### config.mk
export PLATFORM = sky130hd
export DESIGN_NAME = universal_shift_reg
export DESIGN_NICKNAME = d
export VERILOG_FILES = /design/src/rtl/usr_pkg.sv /design/src/rtl/usr_stage.sv /design/src/rtl/universal_shift_reg.sv
export SDC_FILE = /design/constraint.sdc
export NUM_CORES = 1
export LEC_CHECK = 0
export ABC_AREA = 1
export CAP_MARGIN = 30
export CORE_MARGIN = 2
export CORE_UTILIZATION = 49
export DETAILED_ROUTE_END_ITERATION = 12
export GPL_ROUTABILITY_DRIVEN = 0
export PLACE_DENSITY = 0.83
export SYNTH_ARGS = -nofsm -noshare
export SYNTH_HDL_FRONTEND = slang
export SYNTH_HIERARCHICAL = 1
export SYNTH_SLANG_ARGS = --single-unit
export TNS_END_PERCENT = 30
### constraint.sdc
create_clock -name clk -period 2.4 [get_ports clk]
set_input_delay 0.48 -clock clk [delete_from_list [all_inputs] [get_ports clk]]
set_output_delay 0.48 -clock clk [all_outputs]
set_load 0.01 [all_outputs]
### src/rtl/usr_pkg.sv
// Shared types and default sizing for the universal shift register.
package usr_pkg;

  typedef enum logic [1:0] {
    HOLD = 2'd0,
    SHR  = 2'd1,
    SHL  = 2'd2,
    LOAD = 2'd3
  } mode_e;

  localparam int DEF_WIDTH  = 1;
  localparam int DEF_LENGTH = 4;

endpackage

### src/rtl/usr_stage.sv
// One WIDTH-bit stage: register with a hold/right/left/parallel next-value mux
// and a synchronous clear that overrides the mux.
module usr_stage
  import usr_pkg::*;
#(
  parameter int WIDTH = DEF_WIDTH
) (
  input  logic             clk_i,
  input  logic             clear_i,
  input  logic             en_i,
  input  logic             sclr_i,
  input  mode_e            sel_i,
  input  logic [WIDTH-1:0] left_i,
  input  logic [WIDTH-1:0] right_i,
  input  logic [WIDTH-1:0] par_i,
  output logic [WIDTH-1:0] q_o
);

  logic [WIDTH-1:0] q_q;
  logic [WIDTH-1:0] q_d;

  always_comb begin
    q_d = q_q;
    if (sclr_i) begin
      q_d = '0;
    end else begin
      case (sel_i)
        HOLD:    q_d = q_q;
        SHR:     q_d = right_i;
        SHL:     q_d = left_i;
        LOAD:    q_d = par_i;
        default: q_d = q_q;
      endcase
    end
  end

  always_ff @(posedge clk_i or posedge clear_i) begin
    if (clear_i) begin
      q_q <= '0;
    end else if (en_i) begin
      q_q <= q_d;
    end
  end

  assign q_o = q_q;

endmodule

### src/rtl/universal_shift_reg.sv
// LENGTH x WIDTH universal shift register (hold / shift right / shift left /
// parallel load, optional rotate) with a saturating fill counter.
module universal_shift_reg
  import usr_pkg::*;
#(
  parameter int WIDTH  = DEF_WIDTH,
  parameter int LENGTH = DEF_LENGTH
) (
  input  logic                         clk,
  input  logic                         clear,
  input  logic                         en,
  input  logic                         sclr,
  input  logic [1:0]                   mode,
  input  logic                         rotate,
  input  logic [WIDTH-1:0]             sin_r,
  input  logic [WIDTH-1:0]             sin_l,
  input  logic [LENGTH*WIDTH-1:0]      pin,
  output logic [LENGTH*WIDTH-1:0]      pout,
  output logic [WIDTH-1:0]             sout_r,
  output logic [WIDTH-1:0]             sout_l,
  output logic [$clog2(LENGTH+1)-1:0]  fill_cnt,
  output logic                         filled
);

  localparam int CW = $clog2(LENGTH + 1);
  localparam logic [CW-1:0] FULL = CW'(LENGTH);

  mode_e            mode_s;
  logic [WIDTH-1:0] stage_q [LENGTH];
  logic [CW-1:0]    fill_q;
  logic [CW-1:0]    fill_d;
  logic             filled_q;

  assign mode_s = mode_e'(mode);

  // Only the two end stages see the serial inputs; rotate feeds them from the opposite end.
  for (genvar i = 0; i < LENGTH; i++) begin : g_stage
    logic [WIDTH-1:0] left_s;
    logic [WIDTH-1:0] right_s;

    if (i == 0) begin : g_left_end
      assign left_s = rotate ? stage_q[LENGTH-1] : sin_l;
    end else begin : g_left_mid
      assign left_s = stage_q[i-1];
    end

    if (i == LENGTH - 1) begin : g_right_end
      assign right_s = rotate ? stage_q[0] : sin_r;
    end else begin : g_right_mid
      assign right_s = stage_q[i+1];
    end

    usr_stage #(.WIDTH(WIDTH)) u_stage (
      .clk_i   (clk),
      .clear_i (clear),
      .en_i    (en),
      .sclr_i  (sclr),
      .sel_i   (mode_s),
      .left_i  (left_s),
      .right_i (right_s),
      .par_i   (pin[i*WIDTH +: WIDTH]),
      .q_o     (stage_q[i])
    );

    assign pout[i*WIDTH +: WIDTH] = stage_q[i];
  end

  // Rotating shifts bring in no new data, so they leave the count alone.
  always_comb begin
    fill_d = fill_q;
    if (sclr) begin
      fill_d = '0;
    end else begin
      case (mode_s)
        LOAD: fill_d = FULL;
        SHR, SHL: begin
          if (!rotate && (fill_q != FULL)) begin
            fill_d = fill_q + CW'(1);
          end else begin
            fill_d = fill_q;
          end
        end
        default: fill_d = fill_q;
      endcase
    end
  end

  always_ff @(posedge clk or posedge clear) begin
    if (clear) begin
      fill_q   <= '0;
      filled_q <= 1'b0;
    end else if (en) begin
      fill_q   <= fill_d;
      filled_q <= (fill_d == FULL);
    end
  end

  assign sout_r   = stage_q[0];
  assign sout_l   = stage_q[LENGTH-1];
  assign fill_cnt = fill_q;
  assign filled   = filled_q;

endmodule

* Word-level counts from Yosys, hierarchy flattened
Cells that the tools add are included.
** Storage, ports and cells
- Register bits :: 8
- Bits of input ports :: 13
- Output and inout bits :: 10
- Logic and storage cells :: 31
** Operators by class
- Add/subtract/negate cells :: 1
- Equal/unequal tests :: 6
- Multiplexer cells :: 13
- Reductions and logical operators :: 5
** Operator list (count)
- $pmux W1 S3 :: 4
- $mux W1 :: 6
- $mux W3 :: 2
- $pmux W3 S2 :: 1
- $eq A2 B2 Y1 const B :: 2
- $add A3 B1 Y3 const B :: 1
- $eq A3 B3 Y1 const B :: 1
- $ne A3 B3 Y1 const B :: 1
- $eq A2 B1 Y1 const B :: 1
- $logic_not A2 Y1 :: 1
- $ne A2 B2 Y1 const B :: 1
- $reduce_and A2 Y1 :: 1
- $reduce_or A2 Y1 :: 1
- $logic_and A1 B1 Y1 :: 1
- $logic_not A1 Y1 :: 1

* Longest topological paths before layout
- Word-level depth :: 6
- Gate-level depth with buffers :: 8
- Mapped depth without buffers :: 8

* Hierarchy
The synthesis kept the hierarchy.
** Modules (own cells, without submodules)
- usr_stage :: times used 4, cells each 17, area an instance 95.1 µm², seq. area each 25.0 µm²
- universal_shift_reg :: times used 1, cells each 58, area an instance 372.9 µm², seq. area each 100.1 µm²

* Worst setup path before layout
Ideal clock, no wire load.
- Kind :: in2reg
- Start :: input port mode[0]
- End :: register filled_q (netlist: filled)
- Library setup time :: 124 ps
- Data arrival time :: 1161 ps
- Required time :: 2276 ps
- Path slack :: 1115 ps
- Stages on the path :: 8
- Path buffers :: 0
- Path through :: inv_1 ha_1 nor2_2 nand2_1 nand2_1 nand3_1 nand2_1 o21bai_1
** On the way
- Word-level cells in the longest chain between the ends :: 5
- Elaborated cells on any way between the ends :: 7
- Classes of those cells :: 4 x eq/ne; 2 x mux; 1 x reduce/logical
** Ends and longest elaborated chain
- start: declaration :: line universal_shift_reg.sv:13 : input logic [1:0] mode,
- $eq A2 B1 Y1 or $eq A2 B2 Y1 (tied branches) :: line universal_shift_reg.sv:74 : case (mode_s)
- $reduce_or A2 Y1 :: line universal_shift_reg.sv:74
- $pmux W3 S2 * :: line universal_shift_reg.sv:74
- $mux W3 * :: line universal_shift_reg.sv:71 : if (sclr) begin
- $eq A3 B3 Y1 * :: line universal_shift_reg.sv:94 : filled_q <= (fill_d == FULL);
- end signal: assignment :: line universal_shift_reg.sv:94
- end: declaration :: line universal_shift_reg.sv:32 : logic filled_q;
Mark *: on every way between the ends. The rest lies on a longest branch, timed or not.
A chain may end at the register's enable or synchronous reset.

* Final worst setup path
- Start :: register g_stage[0].u_stage.q_q
- End :: output port sout_r
** RTL lines
- start: declaration :: line usr_stage.sv:19 : logic [WIDTH-1:0] q_q;
- start signal: assignment :: line usr_stage.sv:41 : q_q <= q_d;
- end: declaration :: line universal_shift_reg.sv:19 : output logic [WIDTH-1:0] sout_r,
No word-level cell between the ends.

==> summary.md <==
| Metric | Value |
|---|---|
| Core area | `1470 µm²` |
| Clk root buf | `clkbuf_4` |
| Crit path required time | `1.92 ns` |
| Area Overhead vs Synth | `33.9%` |
| CTS Hold Bufs | `0` |
| Slowest stage delay, CP | `0.58 ns` |
| Final Slew Violations | `0` |
| # setup viols final | `0` |
| Post-synthesis register bit count | `8` |
| Initial Util | `51.2%` |
| Status | `completed` |
| Filler Cell Count | `137` |
| Remaining Overflow, GRT | `0` |
| Vias post-DR | `839` |
| Tcrit/Tclk final | `73.3%` |
| Dpl ws | `between 0.5 and 0.6 ns` |
| CP max-delay cell | `clkdlybuf4s50_1` |
| Buf+Inv Stages, Crit Path | `1` |
| Final Skew | `0.0104 ns` |
| Pwr dens | `402 nW/µm²` |
| Iteration count of the initial detailed-routing pass | `4` |
| Clk buf depth | `2` |
| CP Launch Type | `flop` |
| First-pass GRT wire length | `3020 µm` |
| Final worst setup slack | `between 0.6 and 0.7 ns` |
| Vias per std cell | `5.05` |
| Core Rows | `14` |
| # DRC | `0` |
| Register Area | `200 µm²` |
| Syn Inst Count | `126` |
| Die Area | `between 1500 and 2000 µm²` |
| Post-CTS Setup Bufs | `0` |
| CP endpoint kind | `primary output` |
| Initial antenna violation count | `0` |
| Cts bufs inserted | `3` |
| CP Max Fanout | `5` |
| Fin. Hold Viols | `0` |
| Worst Tran Pin Value | `0.498 ns` |
| DIE HEIGHT | `roughly 43 µm` |
| Dpl hpwl | `1460 µm` |
| Synth Net Count | `approximately 140` |
| # IOs | `23` |
| Top Family by Delay on Critical Path | `buffers and inverters` |
| LEAKAGE | `about 0.55 nW` |
| Clock transition at the registers of the reported paths | `0.06 ns` |
| Nets | `169` |
| Later-pin clock latency in the skew report | `0.25 ns` |
| Syn Std Cell Area | `approximately 750 µm²` |
| Vias in the first global route | `696` |
| Ant diodes | `0` |
| Ys Warns | `6` |
| Buffers on Ports | `22` |
| Routed wire per std cell | `12.0 µm` |
| Number of DRC markers in iteration 0 | `23` |
| Num Clock Sinks | `8` |
| Setup TNS | `0 ns` |
| H-tree Lvls | `1` |
| Tmin final | `between 1.5 and 2 ns` |
| Max Cap Viol | `0` |
| Syn avg cell area | `between 5 and 6 µm²` |
| Hold Path Class | `primary input to async pin` |
| Normalized max-slew margin | `66.7%` |
| Final ANT Viol Nets | `0` |
| RSZ-0062 raised after global routing | `no` |
| Share of layout cells above drive strength 1 | `7.33%` |
| Critical Path, Cell by Cell | `clkdlybuf4s50_1` |
| Largest net degree at the start of global routing | `18` |
| Unique masters post-synth | `13` |
| CTS-repair resized insts | `0` |
| GRT Overall Usage | `21.7%` |
| F_max | `0.569 GHz` |
| Worst Path Arrival | `1.28 ns` |
| CTS tree | `yes` |
| Die width | `~43 µm` |
| Multi-input logic area | `422 µm²` |
| Routed wire length | `1990 µm` |
| Post-synthesis sequential area ratio | `26.6%` |
| WS Path Type | `flop to primary output` |
| VDD IR-drop max | `360 µV` |
synthesized netlist by cell type, drive strengths merged:
cell | n | area share, %
nand3 | 17 | 11
dfrtp | 8 | 27
nand2 | 42 | 21
buf | 4 | 4.0
a211oi | 1 | 1.0
o21ai | 3 | 2.0
nor2 | 15 | 7.8
nor3 | 4 | 5.3
ha | 4 | 6.6
inv | 27 | 13
o21bai | 1 | 1.0
cell type report:
| class | instances | area share (%) |
|---|---|---|
| Sequential cell | 8 | 19.9 |
| Multi-Input combinational cell | 87 | 41.8 |
| Clock buffer | 3 | 2.23 |
| Tap cell | 16 | 1.99 |
| Timing Repair Buffer | 25 | 24.1 |
| Inverter | 27 | 10.0 |
layout by cell type, fill, tap and decap left out, drive strengths merged, types with 3 or more instances in the layout:
cell type	count
dfrtp	8
nor2	15
clkbuf	3
nor3	4
clkdlybuf4s50	22
inv	27
buf	3
o21ai	3
nand3	17
nand2	42
ha	4
layer usage:
layer  part of all wire (%)  vias up  global-route usage [%]
met5                      0        -                       0
met3                    5.1        0                    3.83
met2                     51       36                    36.1
li1                       -      426                       -
met1                     44      377                    28.1
met4                      0        0                    7.27
stage by stage:
stage	hold slack [ns]	cells	utilization (%)	area (µm²)	total power, mW
after floorplan	0.209	126	-	753	0.232
after global placement	0.523	163	67.0	986	0.299
after detailed placement	0.547	163	67.0	986	0.305
after CTS	0.491	166	68.5	1010	0.410
after global routing	0.510	166	68.5	1010	0.436
final	0.494	166	68.5	1010	0.406
cells by family after synthesis:
| kind of cell | after synthesis | synth area share [%] |
|---|---|---|
| simple gates | 78 | 45.3 |
| fa+ha+maj | 4 | 6.64 |
| buf+inv | 31 | 17.4 |
| flops | 8 | 26.6 |
| compound gates | 5 | 3.99 |
power by group:
part	switching (mW)	leakage, nW	internal [mW]
Combinational	0.0752	0.433	0.0706
Sequential	0.0129	0.108	0.146
Clock	0.0439	0.0138	0.0571
registers in the layout (all words and copies together) (netlist names):
name and count:
filled 1, g_stage.u_stage/q_o 4, fill_cnt 3
worst paths after layout:
| kind | startpoint | to | slack (ns) | depth (start not counted) |
|---|---|---|---|---|
| max in group asynchronous | clear | fill_cnt[0] | 1.69 | 2 |
| hold / removal | clear | g_stage[2].u_stage/q_o | 0.49 | 2 |
| setup reg to reg | fill_cnt[0] | filled | 1.11 | 8 |
| hold reg to reg | g_stage[2].u_stage/q_o | g_stage[2].u_stage/q_o | 0.56 | 2 |
| setup / recovery | g_stage[0].u_stage/q_o | sout_r | 0.64 | 1 |
| min in group clk | g_stage[2].u_stage/q_o | g_stage[2].u_stage/q_o | 0.56 | 2 |
Note: power is estimated with default switching activity, not from simulation.
